==> config.mk <==
export PLATFORM = sky130hd
export DESIGN_NAME = hazard_fwd_unit
export DESIGN_NICKNAME = d
export VERILOG_FILES = /design/src/rtl/hazard_fwd_unit.sv
export SDC_FILE = /design/constraint.sdc
export NUM_CORES = 1
export LEC_CHECK = 0
export ABC_AREA = 1
export BUFFER_PORTS_ARGS = -buffer_cell sky130_fd_sc_hd__buf_2
export CAP_MARGIN = 5
export CORE_MARGIN = 5
export CORE_UTILIZATION = 35
export DETAILED_ROUTE_END_ITERATION = 8
export PLACE_DENSITY = 0.55
export SYNTH_ARGS = -nofsm -noshare
export SYNTH_HDL_FRONTEND = slang
export SYNTH_SLANG_ARGS = --single-unit
==> constraint.sdc <==
create_clock -name clk -period 2 [get_ports clk]
set_input_delay 0.6 -clock clk [delete_from_list [all_inputs] [get_ports clk]]
set_output_delay 0.6 -clock clk [all_outputs]
set_load 0.02 [all_outputs]
==> src/rtl/hazard_fwd_unit.sv <==
// ---------------------------------------------------------------------------
// hazard_fwd_unit
//
// Hazard detection and operand-forwarding controller for a 5-stage
// (IF, ID, EX, MEM, WB) core.
//
// The unit keeps its own shadow copy of the destination register,
// write-enable and load flags for the instructions in EX, MEM and WB.
// Because of that, it only needs the ID-stage decode fields and the branch
// outcome as inputs.
//
// Parameters
//   REG_W   register index width
//   PC_REG  register index that is never forwarded (PC reads come from fetch)
//   CNT_W   width of the saturating load-use stall counter
//
// Ports
//   clk, reset_n      rising-edge clock, asynchronous active-low reset
//   ID_Rn/Rm/Rd_src   source registers of the instruction in ID
//   ID_use_rn/rm/rd   which of those sources the instruction actually reads
//   ID_Rd             destination register of the instruction in ID
//   ID_RF_enable      instruction in ID writes the register file
//   ID_load_instr     instruction in ID is a load
//   branch_taken      branch/BL in ID resolved taken this cycle
//   nop_sel           zero the ID control word (bubble into EX)
//   pc_le, ifid_le    PC and IF/ID load enables
//   ifid_clr          IF/ID synchronous flush
//   fwd_a/b/c         operand selects for Rn, Rm, Rd (store data):
//                     00 = register file, 01 = EX, 10 = MEM, 11 = WB
//   stall_cnt         saturating count of load-use stall cycles
//   stalled           high when the previous cycle was a load-use stall
// ---------------------------------------------------------------------------
module hazard_fwd_unit #(
  parameter int REG_W  = 4,
  parameter int PC_REG = 15,
  parameter int CNT_W  = 8
) (
  input  logic             clk,
  input  logic             reset_n,
  input  logic [REG_W-1:0] ID_Rn,
  input  logic [REG_W-1:0] ID_Rm,
  input  logic [REG_W-1:0] ID_Rd_src,
  input  logic             ID_use_rn,
  input  logic             ID_use_rm,
  input  logic             ID_use_rd,
  input  logic [REG_W-1:0] ID_Rd,
  input  logic             ID_RF_enable,
  input  logic             ID_load_instr,
  input  logic             branch_taken,
  output logic             nop_sel,
  output logic             pc_le,
  output logic             ifid_le,
  output logic             ifid_clr,
  output logic [1:0]       fwd_a,
  output logic [1:0]       fwd_b,
  output logic [1:0]       fwd_c,
  output logic [CNT_W-1:0] stall_cnt,
  output logic             stalled
);

  localparam logic [REG_W-1:0] PC_IDX   = REG_W'(PC_REG);

  localparam logic [0:0]       ST_RUN   = 1'b0;
  localparam logic [0:0]       ST_STALL = 1'b1;

  localparam logic [1:0]       SEL_RF   = 2'b00;
  localparam logic [1:0]       SEL_EX   = 2'b01;
  localparam logic [1:0]       SEL_MEM  = 2'b10;
  localparam logic [1:0]       SEL_WB   = 2'b11;

  // Shadow pipeline. Only EX needs the load flag: a load result becomes
  // forwardable once it reaches MEM, so MEM and WB track only rd/we.
  logic [REG_W-1:0] ex_rd;
  logic             ex_we;
  logic             ex_ld;
  logic [REG_W-1:0] mem_rd;
  logic             mem_we;
  logic [REG_W-1:0] wb_rd;
  logic             wb_we;

  logic [0:0]       state;
  logic [0:0]       state_nxt;
  logic             lu;
  logic             hit_rn;
  logic             hit_rm;
  logic             hit_rd;

  // Saturating increment: holds at all-ones instead of wrapping.
  function automatic logic [CNT_W-1:0] sat_inc(input logic [CNT_W-1:0] c);
    if (c == {CNT_W{1'b1}}) begin
      return c;
    end
    return c + 1'b1;
  endfunction

  // Forwarding select for one operand. The nearest producer wins. A load
  // in EX is skipped because its data does not exist yet. That case is
  // covered by the load-use stall, after which the load sits in MEM.
  function automatic logic [1:0] fwd_sel(
    input logic [REG_W-1:0] src,
    input logic             use_f,
    input logic [REG_W-1:0] e_rd,
    input logic             e_we,
    input logic             e_ld,
    input logic [REG_W-1:0] m_rd,
    input logic             m_we,
    input logic [REG_W-1:0] w_rd,
    input logic             w_we
  );
    logic [1:0] sel;
    sel = SEL_RF;
    if (use_f && (src != PC_IDX)) begin
      if (e_we && (e_rd == src) && !e_ld) begin
        sel = SEL_EX;
      end else if (m_we && (m_rd == src)) begin
        sel = SEL_MEM;
      end else if (w_we && (w_rd == src)) begin
        sel = SEL_WB;
      end
    end
    return sel;
  endfunction

  // ---- ID stage: load-use detection against the instruction in EX ----
  assign hit_rn = ID_use_rn && (ID_Rn     == ex_rd);
  assign hit_rm = ID_use_rm && (ID_Rm     == ex_rd);
  assign hit_rd = ID_use_rd && (ID_Rd_src == ex_rd);

  assign lu = ex_ld && ex_we && (ex_rd != PC_IDX) && (hit_rn || hit_rm || hit_rd);

  // A load-use stall freezes PC and IF/ID and injects one bubble. It also
  // overrides a taken branch. The branch stays in ID and resolves again
  // on the next cycle, and that later resolution performs the flush.
  assign nop_sel  = lu;
  assign pc_le    = !lu;
  assign ifid_le  = !lu;
  assign ifid_clr = branch_taken && !lu;

  assign fwd_a = fwd_sel(ID_Rn, ID_use_rn, ex_rd, ex_we, ex_ld,
                         mem_rd, mem_we, wb_rd, wb_we);
  assign fwd_b = fwd_sel(ID_Rm, ID_use_rm, ex_rd, ex_we, ex_ld,
                         mem_rd, mem_we, wb_rd, wb_we);
  assign fwd_c = fwd_sel(ID_Rd_src, ID_use_rd, ex_rd, ex_we, ex_ld,
                         mem_rd, mem_we, wb_rd, wb_we);

  // ---- ID -> EX -> MEM -> WB shadow register boundary ----
  // The shadow pipeline never freezes. During a stall, the bubble (all
  // zeros) enters EX while older instructions keep draining.
  always_ff @(posedge clk or negedge reset_n) begin
    if (!reset_n) begin
      ex_rd  <= '0;
      ex_we  <= 1'b0;
      ex_ld  <= 1'b0;
      mem_rd <= '0;
      mem_we <= 1'b0;
      wb_rd  <= '0;
      wb_we  <= 1'b0;
    end else begin
      if (nop_sel) begin
        ex_rd <= '0;
        ex_we <= 1'b0;
        ex_ld <= 1'b0;
      end else begin
        ex_rd <= ID_Rd;
        ex_we <= ID_RF_enable;
        ex_ld <= ID_load_instr;
      end
      mem_rd <= ex_rd;
      mem_we <= ex_we;
      wb_rd  <= mem_rd;
      wb_we  <= mem_we;
    end
  end

  // Stall state. Staying in STALL on back-to-back hazards cannot occur with
  // a consistent shadow pipeline, but it is handled for robustness.
  always_comb begin
    state_nxt = state;
    case (state)
      ST_RUN:   state_nxt = lu ? ST_STALL : ST_RUN;
      ST_STALL: state_nxt = lu ? ST_STALL : ST_RUN;
      default:  state_nxt = ST_RUN;
    endcase
  end

  // ---- control register boundary ----
  always_ff @(posedge clk or negedge reset_n) begin
    if (!reset_n) begin
      state     <= ST_RUN;
      stall_cnt <= '0;
    end else begin
      state <= state_nxt;
      if (lu) begin
        stall_cnt <= sat_inc(stall_cnt);
      end
    end
  end

  assign stalled = (state == ST_STALL);

endmodule

==> flow_summary.ini, run 1 <==
[clock_network]
clkSinkCount = 25
ctsRootBufferMaster = clkbuf_8
clk_path_buf_depth = 2
cts_max_level = 1
cts_tree = built
cts_hold_buf = 0
cts_made_buffers = 3
clk_latency_ns = 0.25
clk_pin_slew_ns = 0.08

[timing]
tns_ns = -1.48
hold_viol_final = 0
rsz0062_at_grt = true
period_needed_ns = 2.20
clock-skew-final_ns = 0.00123
worst_pin_slew_ns = 0.548
maxSlewViolCount = 0
finalCritPeriodShare_pct = 110
clock.fmax_mhz = 454
fin_hold_ws_ns = 0.322
slew_headroom_pct = 63.5
setup_viol = 10
fin_ws_ns = -0.200

[place]
port_buffers = 42
dp_hpwl_mm = 3.68
finalWeightedCongestion = 0.854

[yosys]
syn_area_um2 = 1750
ys_ff_latch = 25
synth_ff_type = dfrtp_1
synth_cell_types = 30
synth-edff-count = 0
syn_avg_cell_area_um2 = 7.26
yosysWarnings = 0
yosysSeqAreaShare_pct = 35.7
synthArstFlopShare_pct = 100
syn_inst = 241
synth_nets = 266

[cells_and_area]
fill_cells = 472
syn_to_final_growth_pct = 44.5
n_antenna_cell = 0
drive_gt1_share_pct = 43.9
fin_util_pct = 52.9
nNetsFinal = 347
seqCellArea_um2 = 634
multiInputGateArea_um2 = 1070

[grt]
grt_pass1_vias = 1698
grt_max_degree = 26
gr-total-overflow = 0
grtUsageTotal_pct = 15.1
grt_pass1_wl_mm = 7.75
antenna_found_initial = 0

[critical_path]
cp.required_ns = 1.40
crit_path_end_kind = primary output
reg2reg_slack_ns = 0.36
crit_arrival_ns = 1.60
worst-setup-path-type = register to primary output
path_max_fanout = 4
start_kind = register

[floorplan]
start_util_pct = 36.6
die_area_um2 = 6520
dieHeight_um = 80.7
rows = 25
pin_count = 43
die_w_um = 80.7
core_um2 = 4790

[detailed_routing]
drt-initial-drc-count = 70
wl_per_cell_um = 12.0
dr_total_vias = 1775
drt_pass1_iterations = 4
drc = 0
antenna_left = 0
avgViaCountPerCell = 4.57
drt_wl_total_mm = 4.66

[flow_run]
cap_viol_max_count = 0

[power_and_ir_drop]
power_w = 0.00136
p_leak_nw = 1.29
p_per_area_nw_per_um2 = 539
ir_drop_mv = 0.443

[status]
outcome = finished, violations left
violations = setup timing

[hold_path]
hp-class = input pin to asynchronous set/reset pin
report_power, final:
| group | switching, W | leakage (nW) | internal (W) |
|---|---|---|---|
| clock | 0.000141 | 0.0228 | 0.000142 |
| sequential | 0.0000585 | 0.303 | 0.000554 |
| combinational | 0.000262 | 0.961 | 0.000205 |
| total | 0.000462 | 1.29 | 0.000901 |
path summary, 6_finish.rpt:
| kind | startpoint | to | cells after the start |
|---|---|---|---|
| max reg2reg | ex_rd[2] | stall_cnt[6] | 7 |
| max in group asynchronous | reset_n | mem_rd[3] | 1 |
| max | ex_rd[2] | ifid_clr | 7 |
| min | reset_n | stall_cnt[4] | 1 |
| min in group clk | ex_we | mem_we | 0 |
| min reg2reg | ex_we | mem_we | 0 |
cell usage in the layout (no fill, tap or decap), types with 3 or more instances in the layout:
master / instances
nor2_2: 3
inv_1: 24
o21a_1: 3
nor2_4: 11
nand3_2: 4
inv_2: 12
xor2_1: 4
buf_2: 29
dfrtp_1: 18
nand2_1: 67
a21oi_2: 3
nand4_1: 12
nand2_2: 9
nor2_1: 19
xnor2_1: 5
a21oi_1: 4
o22ai_1: 5
nand3_4: 3
nand3_1: 8
buf_4: 39
clkbuf_8: 3
dfrtp_2: 7
buf_6: 9
Yosys cell counts, types with 3 or more instances:
cell type | number | area share [%]
o22ai_1 | 5 | 1.8
o21a_1 | 3 | 1.3
nand3_1 | 10 | 2.9
inv_1 | 29 | 6.2
nor2_4 | 8 | 5.1
nor2_1 | 22 | 4.7
xnor2_1 | 6 | 3.0
nand4_1 | 12 | 4.3
a21boi_1 | 3 | 1.3
nand2_1 | 76 | 16
o21ai_0 | 3 | 0.86
inv_2 | 7 | 1.5
a21oi_1 | 7 | 2.0
xor2_1 | 4 | 2.0
nor2_2 | 3 | 1.1
dfrtp_1 | 25 | 36
nand3_2 | 3 | 1.7
registers in the layout, indices dropped and copies added, names as in the netlist:
name       count
ex_we          1
mem_rd         4
mem_we         1
ex_rd          4
stall_cnt      8
wb_we          1
ex_ld          1
wb_rd          4
stalled        1
per-stage QoR:
step | area, um2 | worst slack, ns | instances
CTS | 2390 | -0.206 | 380
global placement | 2240 | -0.211 | 373
floorplan | 1770 | -0.0410 | 241
finish | 2530 | -0.200 | 388
global route | 2530 | -0.287 | 388
detailed placement | 2240 | -0.210 | 373
worst max-delay path, cell delays in order (launching register included):
cell     delay (ns)
dfrtp_2        0.45
buf_6          0.14
buf_4          0.13
a41oi_2        0.31
nand2_8        0.11
inv_12         0.07
nor2_4         0.03
buf_6          0.12
layout make-up:
cell class | count | share of cell area [%]
flip-flops and latches | 25 | 25.1
repair buffers | 77 | 21.3
clock buffers | 4 | 1.78
well taps | 67 | 3.31
multi-input cells | 177 | 42.3
inverters | 38 | 6.23
cell families after synthesis:
family          after synthesis  synth area share [%]
xor+xnor                     10                  5.00
compound gates               25                  9.29
buf+inv                      39                  9.01
flops                        25                  35.7
simple gates                141                  40.2
fa+ha+maj                     1                 0.715
repair_timing:
item / in CTS / in global routing
resized for setup: 31 / 28
setup endpoints to repair: 10 / 10
pin swaps: 25 / 20
setup buffers: 3 / 8
per-layer routing:
layer | vias up | global-route usage [%] | wire length [um]
li1 | 925 | - | -
met3 | 4 | 1.79 | 280
met2 | 45 | 26.1 | 2280
met1 | 801 | 20.4 | 2080
met5 | - | 0 | 0
met4 | 0 | 2.53 | 25
Note: power is estimated with default switching activity, not from simulation.
==> inputs of run 2 (changes only) <==
ABC_AREA = not set   (was 1)
PLACE_DENSITY = 0.69   (was 0.55)
==> flow_summary.ini, run 2 <==
[critical_path]
worst_r2r_path_depth = 13
cp.required_ns = 1.40
r2r-start = ex_rd[0]
worst-path-stages = 7
worst_path_max_delay_cell = dfrtp_2
start_kind = register
r2r_end = stalled
cpPeakStageDelay_ns = 0.44
cp_top_family = flip-flops
crit_end = ifid_clr
startpoint = ex_rd[0]
worst-setup-path-type = register to primary output
crit_path_end_kind = primary output
crit_chain = buf_4 > xnor2_2 > nand4_1 > o22ai_2 > nor2_4 > and2_4 > buf_6
crit_arrival_ns = 1.75
path_max_fanout = 5
cp_num_buf_inv = 2
reg2reg_slack_ns = -0.19

[cells_and_area]
final_common_cell = buf_2
final_cell_mix = buf_2, buf_4, xor2_1
fin_cells = 266
regMostFlops = stall_cnt
n_antenna_cell = 0
drive_gt1_share_pct = 51.9
nNetsFinal = 242
largest_reg_flops = 8
syn_to_final_growth_pct = 49.5

[yosys]
syn_inst = 141
yosysTopAreaCellShare_pct = 43.2
synth_cell_types = 27
yosysWarnings = 0
syn_area_um2 = 1450
ys_ff_latch = 25
yosys.area.top_type = dfrtp_1
yosysMostFrequentCell = dfrtp_1
synth_ff_type = dfrtp_1
synthTopCellsByCount = dfrtp_1, xor2_1, xnor2_1
netlist_top_cells_area = dfrtp_1, xor2_1, xnor2_1
syn_avg_cell_area_um2 = 10.3
synth_nets = 166
synth-edff-count = 0
yosysSeqAreaShare_pct = 43.2
synthArstFlopShare_pct = 100

[timing]
worst_pin_slew_ns = 0.556
setup_viol = 11
slew_headroom_pct = 62.9
finalCritPeriodShare_pct = 118
clock-skew-final_ns = 0.00341
clock.fmax_mhz = 425
rsz0062_at_grt = true
maxSlewViolCount = 0
period_needed_ns = 2.35
hold_viol_final = 0
tns_ns = -2.91
fin_ws_ns = -0.355

[clock_network]
cts_made_buffers = 3
ctsRootBufferMaster = clkbuf_8
clk_path_buf_depth = 2
clk_pin_slew_ns = 0.08
cts_max_level = 1
clk_latency_ns = 0.26
cts_tree = built
clkSinkCount = 25

[power_and_ir_drop]
p_per_area_nw_per_um2 = 569
ir_drop_mv = 0.436
p_leak_nw = 1.00

[detailed_routing]
wl_per_cell_um = 14.7
drt_wl_total_mm = 3.91
avgViaCountPerCell = 4.95
antenna_left = 0
dr_total_vias = 1316
drc = 0
drt_pass1_iterations = 4
drt-initial-drc-count = 41

[grt]
grt_max_degree = 26
grt_pass1_vias = 1372
grtUsageTotal_pct = 14.5
grt_pass1_wl_mm = 6.11
antenna_found_initial = 0
gr-total-overflow = 0

[floorplan]
pin_count = 43
core_um2 = 4000
start_util_pct = 36.2
die_area_um2 = 5530
dieHeight_um = 74.3
rows = 23
die_w_um = 74.3

[place]
finalWeightedCongestion = 0.901
dp_hpwl_mm = 2.91
port_buffers = 42
place_inst = 252

[status]
outcome = finished, violations left
violations = setup timing

[hold_path]
hp-class = input pin to asynchronous set/reset pin

[flow_run]
cap_viol_max_count = 0
==> run 2: worst min path at each step <==
stage,depth (start not counted),startpoint,to,slack [ns]
after floorplan,0,reset_n,ex_ld,0.30
after global placement,0,ex_we,mem_we,0.43
after detailed placement,0,ex_we,mem_we,0.44
after CTS,1,reset_n,wb_rd[0],0.32
after global routing,1,reset_n,wb_we,0.36
final,1,reset_n,wb_rd[0],0.32
==> run 2: metrics by stage <==
stage | worst slack (ns) | hold WS, ns | utilization, % | power, W | cell area [um2]
after floorplan | -0.155 | 0.304 | - | 0.000774 | 1490
after global placement | -0.425 | 0.427 | 47.6 | 0.000902 | 1910
after detailed placement | -0.382 | 0.437 | 47.6 | 0.000910 | 1910
after CTS | -0.358 | 0.323 | 52.3 | 0.00123 | 2090
after global routing | -0.468 | 0.358 | 54.1 | 0.00131 | 2170
final | -0.355 | 0.320 | 54.1 | 0.00123 | 2170
==> run 2: area by class of cell <==
class / count / area (um2)
clock buffers: 4 / 45.0
fillers: 368 / 1830
inverters: 1 / 3.75
multi-input cells: 113 / 925
flip-flops and latches: 25 / 634
well taps: 50 / 62.6
repair buffers: 73 / 495
==> run 2: metal layers <==
| metal | GRT usage, % | part of all wire [%] |
|---|---|---|
| met3 | 2.97 | 6.5 |
| met1 | 16.8 | 41 |
| met5 | 0 | 0 |
| met2 | 27.8 | 52 |
| met4 | 2.37 | 0.10 |
==> run 2: logic make-up after synthesis <==
family	count (synthesis)	share of synthesized area (%)
and+or+nand+nor	57	21.9
xor gates and xnor gates	40	24.2
DFF	25	43.2
AOI/OAI and AO/OA	11	5.44
muxes	4	3.11
buffers and inverters	3	1.29
adders and majority gates	1	0.863
==> run 2: power by group <==
part,leakage [nW],internal (W),switching (W)
Clock,0.0228,0.000142,0.000143
Combinational,0.676,0.000167,0.000172
Sequential,0.303,0.000549,0.0000605
Total,1.00,0.000858,0.000375
==> run 2: what timing repair did <==
item | CTS | global route
resized for setup | 21 | 19
pin swaps | 8 | 5
hold buffers | 0 | 0
endpoints found under the setup margin | 10 | 14
setup buffers | 10 | 1
